`src/rtl/pipelined_compare_unit_if.sv`:
```
// Handshake bundle for the pipelined comparator: operand/mode/tag request side
// and result/flags/tag response side, each with its own valid/ready pair.
interface pipelined_compare_unit_if #(
  parameter int WIDTH = 32,
  parameter int TAG_W = 4
);
  logic             in_valid;
  logic             in_ready;
  logic [WIDTH-1:0] input_a;
  logic [WIDTH-1:0] input_b;
  logic [2:0]       mode;
  logic [TAG_W-1:0] tag_in;
  logic             out_valid;
  logic             out_ready;
  logic             result;
  logic [2:0]       flags;
  logic             mode_err;
  logic [TAG_W-1:0] tag_out;

  modport master (
    output in_valid, input_a, input_b, mode, tag_in, out_ready,
    input  in_ready, out_valid, result, flags, mode_err, tag_out
  );

  modport slave (
    input  in_valid, input_a, input_b, mode, tag_in, out_ready,
    output in_ready, out_valid, result, flags, mode_err, tag_out
  );
endinterface

```
`src/rtl/pipelined_compare_unit.sv`:
```
// Multi-mode comparator (EQ/NE/LT/GE/LTU/GEU) behind a STAGES-deep valid/ready
// pipeline; the tag rides along so branch resolution can match results to IDs.
module pipelined_compare_unit #(
  parameter int WIDTH  = 32,
  parameter int STAGES = 2,
  parameter int TAG_W  = 4
) (
  input logic                    clock,
  input logic                    reset,
  pipelined_compare_unit_if.slave bus
);

  // payload carried past stage 0: {result, eq, lt_s, lt_u, mode_err, tag}
  localparam int PAY_W = 5 + TAG_W;

  localparam logic [2:0] MODE_EQ  = 3'd0;
  localparam logic [2:0] MODE_NE  = 3'd1;
  localparam logic [2:0] MODE_LT  = 3'd2;
  localparam logic [2:0] MODE_GE  = 3'd3;
  localparam logic [2:0] MODE_LTU = 3'd4;
  localparam logic [2:0] MODE_GEU = 3'd5;

  generate
    if (STAGES < 1 || STAGES > 4) begin : g_bad_stages
      $error("pipelined_compare_unit: STAGES must be in 1..4");
    end
  endgenerate

  function automatic logic f_select(input logic [2:0] mode, input logic eq,
                                    input logic lt_s, input logic lt_u);
    logic res;
    case (mode)
      MODE_EQ:  res = eq;
      MODE_NE:  res = ~eq;
      MODE_LT:  res = lt_s;
      MODE_GE:  res = ~lt_s;
      MODE_LTU: res = lt_u;
      MODE_GEU: res = ~lt_u;
      default:  res = 1'b0;
    endcase
    return res;
  endfunction

  logic [STAGES-1:0] r_vld;
  logic [STAGES-1:0] w_adv;
  logic              w_in_ready;
  logic              w_accept;

  // A stage may advance if it, or any stage after it, is empty, or the consumer takes the head.
  always_comb begin
    logic w_run;
    w_run = bus.out_ready;
    w_adv = '0;
    for (int k = STAGES - 1; k >= 0; k--) begin
      w_run    = w_run | ~r_vld[k];
      w_adv[k] = w_run;
    end
  end

  assign w_in_ready   = reset & w_adv[0];
  assign w_accept     = bus.in_valid & w_in_ready;
  assign bus.in_ready = w_in_ready;

  always_ff @(posedge clock) begin
    if (!reset) begin
      r_vld <= '0;
    end else begin
      if (w_adv[0]) r_vld[0] <= bus.in_valid;
      for (int k = 1; k < STAGES; k++) begin
        if (w_adv[k]) r_vld[k] <= r_vld[k-1];
      end
    end
  end

  // ---- stage 0: registered operands, compare evaluated from these ----
  logic [WIDTH-1:0] r_a_p0;
  logic [WIDTH-1:0] r_b_p0;
  logic [2:0]       r_mode_p0;
  logic [TAG_W-1:0] r_tag_p0;

  always_ff @(posedge clock) begin
    if (w_accept) begin
      r_a_p0    <= bus.input_a;
      r_b_p0    <= bus.input_b;
      r_mode_p0 <= bus.mode;
      r_tag_p0  <= bus.tag_in;
    end
  end

  // One extra bit makes both compares exact: sign-extend for signed, zero-extend for unsigned.
  logic signed [WIDTH:0] w_sa_p0, w_sb_p0, w_ua_p0, w_ub_p0;
  logic                  w_eq_p0, w_lt_s_p0, w_lt_u_p0, w_err_p0, w_res_p0;

  assign w_sa_p0   = {r_a_p0[WIDTH-1], r_a_p0};
  assign w_sb_p0   = {r_b_p0[WIDTH-1], r_b_p0};
  assign w_ua_p0   = {1'b0, r_a_p0};
  assign w_ub_p0   = {1'b0, r_b_p0};
  assign w_eq_p0   = (r_a_p0 == r_b_p0);
  assign w_lt_s_p0 = (w_sa_p0 < w_sb_p0);
  assign w_lt_u_p0 = (w_ua_p0 < w_ub_p0);
  assign w_err_p0  = r_mode_p0[2] & r_mode_p0[1];
  assign w_res_p0  = f_select(r_mode_p0, w_eq_p0, w_lt_s_p0, w_lt_u_p0);

  logic [PAY_W-1:0] w_pay [STAGES];

  assign w_pay[0] = {w_res_p0, w_eq_p0, w_lt_s_p0, w_lt_u_p0, w_err_p0, r_tag_p0};

  // ---- stages 1..STAGES-1: pure delay of the computed payload ----
  for (genvar k = 1; k < STAGES; k++) begin : g_stage
    logic [PAY_W-1:0] r_pay_pk;
    always_ff @(posedge clock) begin
      if (w_adv[k] && r_vld[k-1]) r_pay_pk <= w_pay[k-1];
    end
    assign w_pay[k] = r_pay_pk;
  end

  // Outputs are masked by the head valid so reset and empty slots always read as zero.
  assign bus.out_valid = r_vld[STAGES-1];
  assign {bus.result, bus.flags, bus.mode_err, bus.tag_out} =
    r_vld[STAGES-1] ? w_pay[STAGES-1] : '0;

endmodule

```
`src/flat_wrapper.sv`:
```
// flat-port wrapper written by rule: the top's interface ports become plain ports
module pipelined_compare_unit_flat 
#(
  parameter int WIDTH  = 32,
  parameter int STAGES = 2,
  parameter int TAG_W  = 4
)
  (clock, reset, bus_in_valid, bus_input_a, bus_input_b, bus_mode, bus_tag_in, bus_out_ready, bus_in_ready, bus_out_valid, bus_result, bus_flags, bus_mode_err, bus_tag_out);
  pipelined_compare_unit_if #(.WIDTH(WIDTH), .TAG_W(TAG_W)) bus_i ();
  input logic clock;
  input logic reset;
  input wire logic [$bits(bus_i.in_valid)-1:0] bus_in_valid;
  input wire logic [$bits(bus_i.input_a)-1:0] bus_input_a;
  input wire logic [$bits(bus_i.input_b)-1:0] bus_input_b;
  input wire logic [$bits(bus_i.mode)-1:0] bus_mode;
  input wire logic [$bits(bus_i.tag_in)-1:0] bus_tag_in;
  input wire logic [$bits(bus_i.out_ready)-1:0] bus_out_ready;
  output wire logic [$bits(bus_i.in_ready)-1:0] bus_in_ready;
  output wire logic [$bits(bus_i.out_valid)-1:0] bus_out_valid;
  output wire logic [$bits(bus_i.result)-1:0] bus_result;
  output wire logic [$bits(bus_i.flags)-1:0] bus_flags;
  output wire logic [$bits(bus_i.mode_err)-1:0] bus_mode_err;
  output wire logic [$bits(bus_i.tag_out)-1:0] bus_tag_out;
  assign bus_i.in_valid = bus_in_valid;
  assign bus_i.input_a = bus_input_a;
  assign bus_i.input_b = bus_input_b;
  assign bus_i.mode = bus_mode;
  assign bus_i.tag_in = bus_tag_in;
  assign bus_i.out_ready = bus_out_ready;
  assign bus_in_ready = bus_i.in_ready;
  assign bus_out_valid = bus_i.out_valid;
  assign bus_result = bus_i.result;
  assign bus_flags = bus_i.flags;
  assign bus_mode_err = bus_i.mode_err;
  assign bus_tag_out = bus_i.tag_out;
  pipelined_compare_unit #(.WIDTH(WIDTH), .STAGES(STAGES), .TAG_W(TAG_W)) u_core (.clock(clock), .reset(reset), .bus(bus_i));
endmodule
```
`config.mk`:
```
export PLATFORM = sky130hd
export DESIGN_NAME = pipelined_compare_unit_flat
export DESIGN_NICKNAME = d
export VERILOG_FILES = /design/src/rtl/pipelined_compare_unit_if.sv /design/src/rtl/pipelined_compare_unit.sv /design/src/flat_wrapper.sv
export SDC_FILE = /design/constraint.sdc
export NUM_CORES = 1
export LEC_CHECK = 0
export ABC_AREA = 1
export CORE_UTILIZATION = 40
export CTS_CLUSTER_SIZE = 12
export DETAILED_ROUTE_END_ITERATION = 7
export GPL_ROUTABILITY_DRIVEN = 0
export MAX_ROUTING_LAYER = met4
export PLACE_DENSITY = 0.68
export SLEW_MARGIN = 0
export SYNTH_ARGS = -nofsm -noshare
export SYNTH_HDL_FRONTEND = slang
export SYNTH_SLANG_ARGS = --single-unit
```
`constraint.sdc`:
```
create_clock -name clock -period 7.8 [get_ports clock]
set_clock_uncertainty 0.2 [all_clocks]
set_input_delay 2.34 -clock clock [delete_from_list [all_inputs] [get_ports clock]]
set_output_delay 2.34 -clock clock [all_outputs]
set_load 0.02 [all_outputs]
```
==> impl_metrics.tcl <==
set metrics [dict create \
    vias 2154 \
    synth_compound_area_frac 0.0360 \
    avgSynthCellArea_um2 12.4 \
    critPathMaxFanout 2 \
    yosysWarnings 0 \
    final_nets 492 \
    max_freq_mhz 159 \
    n_antenna_cell 0 \
    place_hpwl_um 3980 \
    power_density_nw_per_um2 187 \
    slowest_stage "clkdlybuf4s50_1" \
    drc 0 \
    worst_setup_path_end_kind "output pin" \
    cts_tree "built" \
    critical_path_required_ns 5.26 \
    maxCapViolCount 0 \
    die_h_um 96.6 \
    synth_top_family_by_area "adder cells" \
    grt_overflow 0 \
    grt_pass1_vias 2109 \
    postCtsSetupRepairBufs 0 \
    hp-class "reg -> reg" \
    final_cell_mix "clkdlybuf4s50_1, edfxtp_1, inv_1" \
    synth_fa_ha_area_frac 0.112 \
    setup_viol 0 \
    report.final.slew_viol_count 0 \
    worst_path_most_repeated_cell "inv_1" \
    cts_inserted_buffers 9 \
    ys_types 20 \
    cts_hold_buf 0 \
    slowest_delay_ns 0.59 \
    clk_latency_ns 0.34 \
    tightest_slew_ns 0.900 \
    wl_per_cell_um 10.6 \
    rows 34 \
    drtIter0Drc 42 \
    max-slew-margin-rel 0.400 \
    synth-seq-cells 82 \
    start_util 0.412 \
    synthXorXnorAreaFrac 0 \
    wl_um 5300 \
    grt_pass1_wl_um 8810 \
    syn_to_final_growth_pct 32.9 \
    finalHoldViolCount 0 \
    layout_commonest_cell "clkdlybuf4s50_1" \
    fin_setup_tns_ns 0 \
    grt_max_degree 72 \
    synth_area_um2 3580 \
    ir_drop_mv 0.0926 \
    synthCells 289 \
    fin_crit_sh 0.809 \
    cts_buffer_depth 2 \
    crit_chain "clkdlybuf4s50_1 > inv_1 > nand2_1 > nor2_1 > inv_1 > nand2_1 > inv_1 > clkdlybuf4s50_1" \
    arrival_ns 3.77 \
    cts_root_buffer "clkbuf_8" \
    final.min_clock_period_ns 6.31 \
    outcome "finished, final reports clean" \
    synth_mux_area_frac 0 \
    die_w_um 96.6 \
    critPathLaunchType "input port" \
    coreArea_um2 8680 \
    postLayoutCellArea_um2 4760 \
    antenna_found_initial 0 \
    drive_gt1_frac 0.0667 \
    io_buffers 85 \
    synth_fp_nets 396 \
    clk_pin_slew_ns 0.08 \
    rsz0062_at_grt "no" \
    place_area_um2 4580 \
    critPathKind "in -> out" \
    cts_max_level 3 \
    synthSimpleGateAreaFrac 0.101 \
    ctsResizeCount 0 \
    p_leak_nw 2.03 \
    ios 86 \
    synth-seq-area-share 0.683 \
    cts_sinks 82 \
    drt_pass1_iterations 4 \
    die_area_um2 9330 \
    vias_per_cell 4.33 \
    track_usage 0.133 \
    antenna_left 0 \
]
[synth_stat cells]
cell	instances	area (um2)
clkbuf_1	1	3.75
dfxtp_1	2	40.0
nor2_2	1	6.26
nand2_1	55	206
inv_2	1	3.75
edfxtp_1	80	2400
clkinv_1	1	3.75
o21ai_2	1	8.76
a21oi_1	14	70.1
nand2_2	5	31.3
nand3_1	5	25.0
ha_1	32	400
nor2_1	18	67.6
o21a_1	1	7.51
inv_1	62	233
o21ai_0	2	10.0
nor2_4	1	11.3
nor3_1	3	15.0
a21o_1	2	15.0
a21oi_2	2	17.5
[registers in the layout (all words and copies together) (netlist names)]
signal,flops
u_core.g_stage.r_pay_pk,9
u_core.r_a_p0,32
u_core.r_b_p0,32
u_core.r_mode_p0,3
u_core.r_tag_p0,4
u_core.r_vld,2
[layout make-up]
cell class / instances / area, um2
Fill cell: 770 / 3920
Multi-Input combinational cell: 142 / 900
Clock inverter: 4 / 45.0
Clock buffer: 12 / 135
Timing Repair Buffer: 86 / 858
Tap cell: 108 / 135
Inverter: 64 / 240
Sequential cell: 82 / 2440
[routing by layer]
metal / vias to the layer above / wire [um] / track usage / share of wire
met2: 59 / 2610 / 0.222 / 0.49
met3: 10 / 365 / 0.0407 / 0.069
li1: 1143 / - / - / -
met4: 0 / 118 / 0.0735 / 0.022
met5: - / 0 / - / 0
met1: 942 / 2210 / 0.140 / 0.42
[power breakdown]
group	switching (W)	leakage, nW	internal, W	total [W]
clock	0.000139	0.0941	0.000147	0.000286
sequential	0.00000585	0.768	0.000506	0.000512
combinational	0.0000384	1.17	0.0000520	0.0000904
[path summary, 6_finish.rpt]
kind                                                    from                                 endpoint  slack, ns  cells after the start
worst max-delay path                           bus_out_ready                             bus_in_ready       1.49                      8
worst min-delay path            u_core.r_tag_p0[1]$_DFFE_PP_  u_core.g_stage[1].r_pay_pk[1]$_DFFE_PP_       0.21                      0
worst max register to register  u_core.r_vld[1]$_SDFFE_PN0P_               u_core.r_a_p0[5]$_DFFE_PP_       5.64                      6
worst min register to register  u_core.r_tag_p0[1]$_DFFE_PP_  u_core.g_stage[1].r_pay_pk[1]$_DFFE_PP_       0.21                      0
[per-stage QoR]
step / hold slack [ns] / utilization / cells / power (W) / setup WS [ns]
finish: 0.214 / 0.548 / 498 / 0.000889 / 1.49
floorplan: 0.200 / - / 289 / 0.000563 / 1.53
global route: 0.230 / 0.548 / 498 / 0.000931 / 1.39
global placement: 0.207 / 0.527 / 482 / 0.000612 / 1.50
detailed placement: 0.205 / 0.527 / 482 / 0.000615 / 1.49
CTS: 0.214 / 0.548 / 498 / 0.000901 / 1.48
[cell families (layout without fill, tap and decap cells)]
family | count (synthesis) | after routing
compound gates | 22 | 22
flops | 82 | 82
simple gates | 88 | 88
fa+ha+maj | 32 | 32
buf+inv | 65 | 166
[worst max-delay path, delay by kind of cell]
kind / cells / cell delay [ns]
buffers and inverters: 5 / 1.22
and+or+nand+nor: 3 / 0.21
(Power assumes the default switching activity.)
